--- config.mk ---
export PLATFORM = sky130hd
export DESIGN_NAME = register
export DESIGN_NICKNAME = d
export VERILOG_FILES = /design/src/rtl/register_pkg.sv /design/src/rtl/register_lane.sv /design/src/rtl/register.sv
export SDC_FILE = /design/constraint.sdc
export NUM_CORES = 1
export LEC_CHECK = 0
export ABC_AREA = 1
export BUFFER_PORTS_ARGS = -buffer_cell sky130_fd_sc_hd__buf_4
export CORE_MARGIN = 2
export CORE_UTILIZATION = 40
export CTS_CLUSTER_SIZE = 24
export DETAILED_ROUTE_END_ITERATION = 10
export GPL_TIMING_DRIVEN = 0
export PLACE_DENSITY = 0.67
export SETUP_SLACK_MARGIN = 0.3
export SYNTH_ARGS = -nofsm -noshare
export SYNTH_HDL_FRONTEND = slang
export SYNTH_SLANG_ARGS = --single-unit
--- constraint.sdc ---
create_clock -name clock -period 1.1 [get_ports clock]
set_input_delay 0.22 -clock clock [delete_from_list [all_inputs] [get_ports clock]]
set_output_delay 0.22 -clock clock [all_outputs]
set_load 0.01 [all_outputs]
--- src/rtl/register_pkg.sv ---
// Shared constants and lane helpers for the byte-enabled storage register.
// Optional even-parity storage is compiled in by defining REGISTER_PARITY_EN.
package register_pkg;

   localparam int unsigned DEFAULT_WIDTH = 32'd32;
   localparam int unsigned DEFAULT_LANES = DEFAULT_WIDTH / 32'd8;
   localparam logic [DEFAULT_WIDTH-1:0] DEFAULT_RESET_VALUE = 32'h0000_0000;

   typedef enum logic [1:0] {
      LANE_HOLD  = 2'd0,
      LANE_LOAD  = 2'd1,
      LANE_CLEAR = 2'd2
   } lane_op_e;

   function automatic int unsigned lane_count(input int unsigned width);
      return width / 32'd8;
   endfunction

   function automatic logic even_parity(input logic [7:0] data);
      return ^data;
   endfunction

endpackage

--- src/rtl/register_lane.sv ---
// One 8-bit storage lane: enable, synchronous clear, async reset, optional parity bit.
// Parity storage and checking exist only when REGISTER_PARITY_EN is defined.
module register_lane
   import register_pkg::*;
(
   input  logic       clock,
   input  logic       reset_n,
   input  logic       load,
   input  logic       clr,
   input  logic [7:0] d,
   input  logic [7:0] rst_val,
   output logic [7:0] q_next,
`ifdef REGISTER_PARITY_EN
   output logic       parity_err,
`endif
   output logic [7:0] q
);

   lane_op_e   op_s;
   logic [7:0] q_next_s;
   logic [7:0] q_r;

   // Select the lane operation; clear outranks load.
   always_comb begin
      op_s = LANE_HOLD;
      if (clr) begin
         op_s = LANE_CLEAR;
      end else if (load) begin
         op_s = LANE_LOAD;
      end else begin
         op_s = LANE_HOLD;
      end
   end

   // Next stored byte; hold path never looks at d, so X on d cannot leak in.
   always_comb begin
      q_next_s = q_r;
      case (op_s)
         LANE_HOLD:  q_next_s = q_r;
         LANE_LOAD:  q_next_s = d;
         LANE_CLEAR: q_next_s = rst_val;
         default:    q_next_s = q_r;
      endcase
   end

   // Storage flops.
   always_ff @(posedge clock or negedge reset_n) begin
      if (!reset_n) begin
         q_r <= rst_val;
      end else begin
         q_r <= q_next_s;
      end
   end

   assign q      = q_r;
   assign q_next = q_next_s;

`ifdef REGISTER_PARITY_EN
   logic parity_r;

   // Stored parity follows every change of the data byte.
   always_ff @(posedge clock or negedge reset_n) begin
      if (!reset_n) begin
         parity_r <= even_parity(rst_val);
      end else begin
         parity_r <= even_parity(q_next_s);
      end
   end

   assign parity_err = even_parity(q_r) ^ parity_r;
`endif

endmodule

--- src/rtl/register.sv ---
// Byte-enabled storage register with synchronous clear and a one-cycle change flag.
// Defining REGISTER_PARITY_EN adds per-lane even parity and the parity_err output.
module register
   import register_pkg::*;
#(
   parameter int unsigned          WIDTH       = DEFAULT_WIDTH,
   parameter logic [WIDTH-1:0]     RESET_VALUE = WIDTH'(DEFAULT_RESET_VALUE)
)
(
   input  logic                   clock,
   input  logic                   reset_n,
   input  logic                   should_write,
   input  logic [WIDTH/8-1:0]     byte_en,
   input  logic                   clear,
   input  logic [WIDTH-1:0]       in,
`ifdef REGISTER_PARITY_EN
   output logic                   parity_err,
`endif
   output logic [WIDTH-1:0]       out,
   output logic                   changed
);

   localparam int unsigned LANES = lane_count(WIDTH);

   logic [WIDTH-1:0] next_word_s;
   logic [WIDTH-1:0] cur_word_s;
   logic             changed_r;
`ifdef REGISTER_PARITY_EN
   logic [LANES-1:0] lane_err_s;
`endif

   for (genvar i = 0; i < LANES; i++) begin : g_lane
      register_lane u_lane (
         .clock      (clock),
         .reset_n    (reset_n),
         .load       (should_write & byte_en[i]),
         .clr        (clear),
         .d          (in[8*i +: 8]),
         .rst_val    (RESET_VALUE[8*i +: 8]),
         .q_next     (next_word_s[8*i +: 8]),
`ifdef REGISTER_PARITY_EN
         .parity_err (lane_err_s[i]),
`endif
         .q          (cur_word_s[8*i +: 8])
      );
   end

   // Flag an edge that alters the stored word; identical rewrites stay quiet.
   always_ff @(posedge clock or negedge reset_n) begin
      if (!reset_n) begin
         changed_r <= 1'b0;
      end else begin
         changed_r <= (next_word_s != cur_word_s);
      end
   end

   assign out     = cur_word_s;
   assign changed = changed_r;

`ifdef REGISTER_PARITY_EN
   assign parity_err = |lane_err_s;
`endif

endmodule

==> results.txt, run 1 <==
syn_nets = 311
Detailed Routing Iterations Pass 1 = 4
DIE AREA = 5380 um^2
Worst Clk Skew = 4.42 ps
CP max FO = 4
fin crit period = 1170 ps
Setup crit start kind = flop
total gr overflow = 0
Fillers = 450
Critical Path Max Stage Delay = 410 ps
antenna violations before repair = 0
worst r2r src = g_lane[0].u_lane.q[5]
number of DRC markers in iteration 0 = 101
area taken by multi-input logic gates = 995 um^2
Rel. slew slack = 78.6%
Via-to-Cell Ratio = 5.16
reg2reg setup slack = 0 ps
CTS max path bufs = 2
Synth cell types = 15
DP Area = 2600 um^2
register area share after synthesis = 42.9%
WL/cell = 13.3 um
result of the run = complete, but fails checks
most frequent cells in the layout = 105 x nand2_1, 40 x buf_4, 38 x buf_6
register area = 826 um^2
#FFs+latches synth = 33
worst skew pair latency = 280 ps
aggregate negative setup slack = -65.1 ps
CP max stage cell = dfrtp_1
failing checks = negative setup slack
Area Growth Syn to Fin = 47.8%
fmax = 858 MHz
critical-path cell list = buf_4 > buf_6
vias post-DR = 2102
Worst Max-Slew Pin Slew = 320 ps
Die W = 73.4 um
Pwr Density = 1030 nW/um^2
gr usage total = 20.8%
CTS Buf Count = 5
DP Cell Count = 397
I/O Pins = 73
fin worst setup slack = -65.1 ps
Crit Reg-Reg Endpoint = changed
CP arrival = 950 ps
WP data required = 880 ps
Final Non-Filler Cells = 407
gpl congestion = 0.780
Fin. Hold Viols = 0
VDD IR-drop max = 0.863 mV
post-route cell area = 2850 um^2
most common cell after layout, fill and taps aside = nand2_1
Die Y = 73.4 um
Crit. End Element = primary output
core box area = 4690 um^2
Mapped Area = 1930 um^2
Avg Cell Area, Syn = 7.11 um^2
Slew Viols, Final = 0
starting density of the core = 41.0%
diodes inserted = 0
Hold Path Depth = 3
HPWL after DPL = 3.88 mm
crit share post-route = 106%
R2R depth = 8
htree depth = 2
antenna-violating nets left = 0
number of global-route vias before repair = 1919
Total Wirelength = 5.40 mm
largest net degree at the start of global routing = 34
worst hold path class = input port to flop
Worst-path clk slew = 70 ps
I/O Buffers = 72
max-cap violations = 0
CTS tree = yes
nets@finish = 392
Synth Instances = 271
num rows = 25
CP Class = flop to primary output
ratio of cells with drive above 1 in the final layout = 30.0%
global-route wire length before repair = 8.65 mm
clock root buffer = clkbuf_8
Ys Warns = 0
Sink Count = 33
leakage = 1.47 nW
hold path start = in[24]
Hold Path Sink = g_lane[3].u_lane.q[0]
Setup violations, final = 1
DR DRC count = 0
RSZ-0062 raised after global routing = true
synth_stat cells (all sizes together):
library cell	number	area share [%]
a31o	4	1.8
buf	5	1.3
clkbuf	1	0.19
dfrtp	33	43
inv	33	6.4
nand2	113	22
nand3	1	0.26
nor2	16	3.6
nor3b	1	0.39
o211ai	32	12
o21ai	32	8.3
layout make-up:
type | count | share of cell area, %
Timing Repair Buffer | 74 | 24.0
Tap cell | 54 | 2.37
Inverter | 33 | 4.44
Multi-Input combinational cell | 199 | 34.9
Clock buffer | 8 | 2.81
Sequential cell | 33 | 29.0
Buffer | 6 | 2.46
how the worst max path moves through the flow:
stage	start	endpoint	slack [ps]	cells past startpoint
CTS	g_lane[0].u_lane.q[0]	changed	10	7
global route	g_lane[0].u_lane.q[2]	out[2]	-100	2
finish	g_lane[0].u_lane.q[2]	out[2]	-70	2
global placement	should_write	changed	-220	11
detailed placement	clear	changed	-240	12
floorplan	g_lane[3].u_lane.q[4]	changed	90	8
logic make-up after synthesis:
family                 Yosys count  share of synthesized area, %
DFF                             33                          42.9
AOI/OAI and AO/OA               68                          22.6
and+or+nand+nor                131                          26.6
buffers and inverters           39                          7.93
where the power goes:
part           total [mW]  switching (mW)  internal (mW)  leakage [nW]
Clock               0.904           0.454          0.450        0.0395
Combinational       0.703           0.364          0.339         0.991
Sequential           1.33          0.0576           1.27         0.443
Total                2.93           0.876           2.06          1.47
critical path, delay by kind of cell (launching register included):
family	cells	cell delay, ps
buffers and inverters	2	260
DFF	1	410
registers in the layout (all words and copies together), names as in the netlist:
name	count
g_lane.u_lane.q	32
changed	1
per-layer routing:
| metal | up-vias | share of wire (%) | track usage [%] |
|---|---|---|---|
| met5 | - | 0 | 0 |
| met4 | 0 | 1.1 | 6.67 |
| met3 | 6 | 5.8 | 4.94 |
| met2 | 60 | 47 | 32.9 |
| met1 | 978 | 46 | 28.0 |
| li1 | 1058 | - | - |
per-stage QoR:
stage | setup slack, ps | power, mW | hold WS (ps) | utilization [%]
3_5_place_dp | -239 | 1.99 | 204 | 55.4
6_report | -65.1 | 2.93 | 174 | 60.7
4_1_cts | 13.9 | 2.93 | 166 | 59.3
3_3_place_gp | -225 | 1.98 | 202 | 55.4
5_1_grt | -99.7 | 3.09 | 182 | 60.7
2_1_floorplan | 94.7 | 1.65 | -75.6 | -
timing repair:
action,in CTS,in global routing
setup buffers,0,1
pin swaps,11,5
hold buffers,1,0
resized for setup,27,29
gates cloned,0,0
endpoints found under the setup margin,35,86
hold endpoints to repair,33,0
No activity file was read; power rests on OpenSTA's default activity.
==> inputs of run 2 (changes only) <==
--- a/config.mk
+++ b/config.mk
@@ -8,12 +8,13 @@
 export ABC_AREA = 1
 export BUFFER_PORTS_ARGS = -buffer_cell sky130_fd_sc_hd__buf_4
 export CORE_MARGIN = 2
-export CORE_UTILIZATION = 40
+export CORE_UTILIZATION = 49
 export CTS_CLUSTER_SIZE = 24
 export DETAILED_ROUTE_END_ITERATION = 10
 export GPL_TIMING_DRIVEN = 0
-export PLACE_DENSITY = 0.67
+export PLACE_DENSITY = 0.8
 export SETUP_SLACK_MARGIN = 0.3
 export SYNTH_ARGS = -nofsm -noshare
 export SYNTH_HDL_FRONTEND = slang
 export SYNTH_SLANG_ARGS = --single-unit
+export TNS_END_PERCENT = 1
==> run 2 against run 1 <==
The run now ends clean. Count of clock-buffer cells in the layout is the same. Critical path depth grew 6. Setup slack gained 81 ps. Hold slack lost 4.1 ps. Total power shrank 0.92%. Combinational power shrank 1%. Sequential power is essentially flat. Largest cell class unchanged.
==> results.txt, run 2 (same netlist as run 1, synthesis figures left out) <==
crit share post-route = 98.6% (-7.4 points)
register area = 826 um^2 (unchanged)
I/O Buffers = 72 (unchanged)
clock root buffer = clkbuf_8
Slew Viols, Final = 0 (unchanged)
fmax = 922 MHz (+7.5%)
antenna violations before repair = 0 (unchanged)
Die Y = 66.7 um (-9.1%)
worst skew pair latency = 290 ps (about the same)
Fillers = 308 (-32%)
Setup crit start kind = flop
final hold slack = 169 ps (-4.13 ps)
Die W = 66.7 um (-9.1%)
total power draw = 2.91 mW (-0.92%)
gpl congestion = 0.802 (+2.9%)
vias post-DR = 2108 (+0.29%)
CP max FO = 3 (-1)
largest net degree at the start of global routing = 34 (unchanged)
antenna-violating nets left = 0 (unchanged)
Via-to-Cell Ratio = 5.26 (+1.8%)
CTS max path bufs = 2 (unchanged)
num rows = 22 (-12%)
fin crit period = 1080 ps (-80.9 ps)
result of the run = finished, final reports clean
RSZ-0062 raised after global routing = true
worst hold path class = input port to flop
CP arrival = 1270 ps (+320 ps)
Total Wirelength = 5.47 mm (+1.3%)
CP Class = flop to flop
total gr overflow = 0 (unchanged)
DR DRC count = 0 (unchanged)
max-cap violations = 0 (unchanged)
aggregate negative setup slack = 0 ps (+65.1 ps)
area taken by multi-input logic gates = 995 um^2 (unchanged)
WP data required = 1280 ps (+400 ps)
Detailed Routing Iterations Pass 1 = 4 (unchanged)
Worst Max-Slew Pin Slew = 317 ps (-3.79 ps)
Worst Clk Skew = 5.42 ps (+0.991 ps)
Crit. End Element = flop
VDD IR-drop max = 0.713 mV (-17%)
Pwr Density = 1030 nW/um^2 (+0.40%)
Setup violations, final = 0 (-1)
core box area = 3720 um^2 (-21%)
WL/cell = 13.6 um (+2.8%)
Finished Core Util = 75.6% (+15 points)
Rel. slew slack = 78.9% (+0.25 points)
Sink Count = 33 (unchanged)
global-route wire length before repair = 8.75 mm (+1.2%)
number of DRC markers in iteration 0 = 124 (+23%)
gr usage total = 25.7% (+5.0 points)
Fin. Hold Viols = 0 (unchanged)
most frequent cells in the layout = 106 x nand2_1, 48 x buf_4, 33 x dfrtp_1
number of global-route vias before repair = 2055 (+7.1%)
CTS Buf Count = 5 (unchanged)
Worst-path clk slew = 70 ps (about the same)
ratio of cells with drive above 1 in the final layout = 30.6% (+0.57 points)
Area Growth Syn to Fin = 45.9%
leakage = 1.47 nW (-0.37%)
nets@finish = 392 (unchanged)
I/O Pins = 73 (unchanged)
htree depth = 2 (unchanged)
starting density of the core = 51.8% (+11 points)
HPWL after DPL = 3.84 mm (-0.82%)
most common cell after layout, fill and taps aside = nand2_1
diodes inserted = 0 (unchanged)
max FFs per register = 32 (unchanged)
DIE AREA = 4450 um^2 (-17%)
CTS tree = yes
==> run 2: critical path: stages (launching register included) <==
cell     delay [ps]
dfrtp_1         400
inv_1            80
nand2_1          60
nand2_1          70
nand2_1          60
nor2_1          100
nand2_1          60
nor2_1          100
nand2_1          50
==> run 2: final timing paths <==
| kind | startpoint | endpoint | slack (ps) | cells after the start |
|---|---|---|---|---|
| setup / recovery | g_lane[3].u_lane.q[6] | changed | 20 | 8 |
| hold reg to reg | g_lane[2].u_lane.q[0] | g_lane[2].u_lane.q[0] | 570 | 2 |
| hold / removal | in[20] | g_lane[2].u_lane.q[4] | 170 | 3 |
| max in group asynchronous | reset_n | g_lane[1].u_lane.q[3] | 430 | 2 |
| setup reg to reg | g_lane[3].u_lane.q[6] | changed | 20 | 8 |
| min in group asynchronous | reset_n | g_lane[3].u_lane.q[1] | 420 | 2 |
==> run 2: routing by layer <==
layer	up-vias	track usage, %	part of all wire [%]
met4	0	8.16	1.2
li1	1060	-	-
met5	-	0	0
met3	9	6.76	5.2
met1	982	30.1	43
met2	57	45.5	50
==> run 2: stage by stage <==
stage	setup WS, ps	area, um^2	std cells
detailed placement	-252	2590	391
global placement	-213	2590	391
CTS	12.3	2680	400
finish	15.8	2810	401
floorplan	94.7	1990	271
global route	-122	2810	401
==> run 2: final cells by class <==
cell class                 instances  share of cell area (%)
buffer                             6                    2.49
clock buffer                       8                    2.85
inverter                          33                    4.50
multi-input combinational        199                    35.4
sequential                        33                    29.4
tap                               48                    2.14
timing repair buffer              74                    23.2
==> run 2: timing repair <==
action,in CTS,in global routing
setup endpoints to repair,35,92
endpoints found under the hold margin,33,0
resized for setup,0,45
setup buffers,0,1
pin swaps,3,1
hold buffers,1,0
==> run 2: power breakdown <==
group	switching, mW	internal, mW
sequential	0.0569	1.27
clock	0.435	0.449
combinational	0.366	0.330
total	0.857	2.05
==> inputs of run 3 (changes only) <==
--- a/config.mk
+++ b/config.mk
@@ -5,10 +5,9 @@
 export SDC_FILE = /design/constraint.sdc
 export NUM_CORES = 1
 export LEC_CHECK = 0
-export ABC_AREA = 1
 export BUFFER_PORTS_ARGS = -buffer_cell sky130_fd_sc_hd__buf_4
 export CORE_MARGIN = 2
-export CORE_UTILIZATION = 49
+export CORE_UTILIZATION = 50
 export CTS_CLUSTER_SIZE = 24
 export DETAILED_ROUTE_END_ITERATION = 10
 export GPL_TIMING_DRIVEN = 0
==> run 3 against run 2 <==
The run now ends with negative setup slack left. Sequential share of layout area down 3.1 points. Register-to-register slack worse by 360 ps. Design area up 13%. Combinational power up 17%.
==> results.txt, run 3 <==
result of the run = complete, but fails checks
failing checks = negative setup slack
Total Wirelength = 7.08 mm (+29%)
total power draw = 3.09 mW (+6.3%)
CTS tree = yes
grt peak-use layer = met2
antenna violations before repair = 0 (unchanged)
Yosys top cell by area = dfrtp_1
htree depth = 2 (unchanged)
syn_nets = 309 (-0.64%)
WL/cell = 17.1 um (+26%)
register area = 831 um^2 (+0.61%)
largest net degree at the start of global routing = 34 (unchanged)
Sink Count = 33 (unchanged)
Setup violations, final = 34 (+34)
global-route wire length before repair = 11.0 mm (+26%)
Global Route met1 Usage = 38.3% (+8.2 points)
Die Y = 69.3 um (+3.9%)
clock root buffer = clkbuf_8
vias post-DR = 2419 (+15%)
ys async rst share = 100% (unchanged)
WP data required = 1260 ps (-20 ps)
Hold Path Depth = 3 (unchanged)
total gr overflow = 0 (unchanged)
HPWL after DPL = 4.88 mm (+27%)
num rows = 23 (+4.5%)
number of global-route vias before repair = 2216 (+7.8%)
Setup crit start kind = flop
share of the synthesized area in the top cell type = 38.8% (-4.1 points)
gpl congestion = 0.873 (+8.9%)
CTS Buf Count = 5 (unchanged)
CP max FO = 3 (unchanged)
Worst-path clk slew = 70 ps (about the same)
most frequent cells in the layout = 67 x nand2_1, 49 x buf_4, 43 x buf_6
Synth cell types = 39 (+24)
antenna-violating nets left = 0 (unchanged)
diodes inserted = 0 (unchanged)
gr usage total = 28.4% (+2.7 points)
fin worst setup slack = -346 ps (-361 ps)
Pwr Density = 978 nW/um^2 (-5.5%)
nets@finish = 403 (+2.8%)
starting density of the core = 52.5% (+0.66 points)
Area Growth Syn to Fin = 48.4%
fmax = 692 MHz (-25%)
max-cap violations = 0 (unchanged)
top_reg_cell synth = dfrtp_1
crit share post-route = 131% (+33 points)
ratio of cells with drive above 1 in the final layout = 34.2% (+3.6 points)
Rel. slew slack = 68.0% (-11 points)
Fillers = 299 (-2.9%)
Via-to-Cell Ratio = 5.86 (+11%)
I/O Buffers = 71 (-1.4%)
I/O Pins = 73 (unchanged)
GR met2 Demand/Resource = 46.8% (+1.3 points)
#FFs+latches synth = 33 (unchanged)
Slew Viols, Final = 0 (unchanged)
most common cell after layout, fill and taps aside = nand2_1
register area share after synthesis = 38.8% (-4.1 points)
worst hold path class = input port to flop
Ys Warns = 0 (unchanged)
aggregate negative setup slack = -2520 ps (-2520 ps)
Mapped Area = 2130 um^2 (+11%)
DR DRC count = 0 (unchanged)
leakage = 1.46 nW (-0.72%)
area taken by multi-input logic gates = 1230 um^2 (+24%)
most common cell in the netlist = nand2_1
fin crit period = 1450 ps (+361 ps)
Crit. End Element = flop
reg2reg setup slack = -350 ps (-360 ps)
DP Worst Slack = -510 ps (-258 ps)
CP Class = flop to flop
Worst Clk Skew = 7.17 ps (+1.76 ps)
VDD IR-drop max = 0.635 mV (-11%)
R2R depth = 5 (-3)
worst skew pair latency = 290 ps (about the same)
top cells by area, synth = dfrtp_1 39%, nand2_1 12%, a21oi_1 8.0%
Die W = 69.3 um (+3.9%)
Fin. Hold Viols = 0 (unchanged)
Detailed Routing Iterations Pass 1 = 5 (+1)
Finished Core Util = 77.9% (+2.3 points)
Synth Instances = 269 (-0.74%)
max FFs per register = 32 (unchanged)
CTS max path bufs = 2 (unchanged)
core box area = 4060 um^2 (+9.2%)
CP arrival = 1600 ps (+330 ps)
number of DRC markers in iteration 0 = 208 (+68%)
Worst Max-Slew Pin Slew = 480 ps (+163 ps)
Post-synth EDFFs = 0 (unchanged)
RSZ-0062 raised after global routing = true
Avg Cell Area, Syn = 7.92 um^2 (+11%)
met3 usage = 4.80% (-2.0 points)
Post-synth top cells = 69 x nand2_1, 34 x a21oi_1, 33 x dfrtp_1, 26 x o21ai_0, 13 x and3b_1
DIE AREA = 4800 um^2 (+7.9%)
[run 3: changes by cell type in the layout (fill, tap and decap cells not counted), sizes merged, moves of 11 or more]
cell    change
inv        -25
nor2       -16
nor2b      +12
o211ai     -32
and3b      +13
nand2b     +11
buf        +22
a21oi      +34
nand2      -43
[run 3: layout make-up]
type                            count  share of cell area, %
Buffer                             17                   3.68
Clock buffer                        7                   2.73
Inverter                            8                  0.950
Multi-Input combinational cell    211                   38.9
Sequential cell                    33                   26.3
Tap cell                           50                   1.98
Timing Repair Buffer               87                   25.5
[run 3: power by group]
group / switching, mW / internal (mW)
Combinational: 0.402 / 0.411
Sequential: 0.0616 / 1.27
Clock: 0.452 / 0.497
Total: 0.916 / 2.18
[run 3: final timing paths]
| check | endpoint | startpoint |
|---|---|---|
| max | changed | g_lane[2].u_lane.q[0] |
| min | g_lane[1].u_lane.q[3] | in[11] |
| max reg2reg | changed | g_lane[2].u_lane.q[0] |
| min reg2reg | g_lane[3].u_lane.q[6] | g_lane[3].u_lane.q[6] |
| max in group asynchronous | g_lane[2].u_lane.q[1] | reset_n |
| min in group asynchronous | g_lane[2].u_lane.q[0] | reset_n |
[run 3: kinds of logic (layout without fill, tap and decap cells)]
logic type	count (synthesis)	in the layout	synth area share, %
and+or+nand+nor	127	127	31.5
AOI/OAI and AO/OA	84	84	23.3
DFF	33	33	38.8
buffers and inverters	25	119	6.46
[run 3: timing repair]
item,CTS,global route
setup endpoints to repair,65,91
endpoints found under the hold margin,33,0
hold buffers,1,0
buffers inserted,13,2
cloned,0,0
pin swaps,7,5
gates resized for setup,10,53
[run 3: per-layer routing]
metal | wire [um] | part of all wire (%)
met1 | 3000 | 42
met2 | 3400 | 48
met3 | 542 | 7.7
met4 | 129 | 1.8
met5 | 0 | 0
[run 3: worst max-delay path, stage by stage (launching register included)]
cell and delay (ps):
dfrtp_1 410, buf_6 140, nor4_1 350, nand2_1 110, a22oi_1 190, nand4_1 120
[run 3: stage by stage]
| step | hold WS [ps] | instances | area [um^2] |
|---|---|---|---|
| final | 183 | 413 | 3160 |
| after detailed placement | 186 | 390 | 2730 |
| after global placement | 182 | 390 | 2730 |
| after CTS | 182 | 411 | 2970 |
| after global routing | 195 | 413 | 3160 |
| after floorplan | -75.6 | 269 | 2130 |
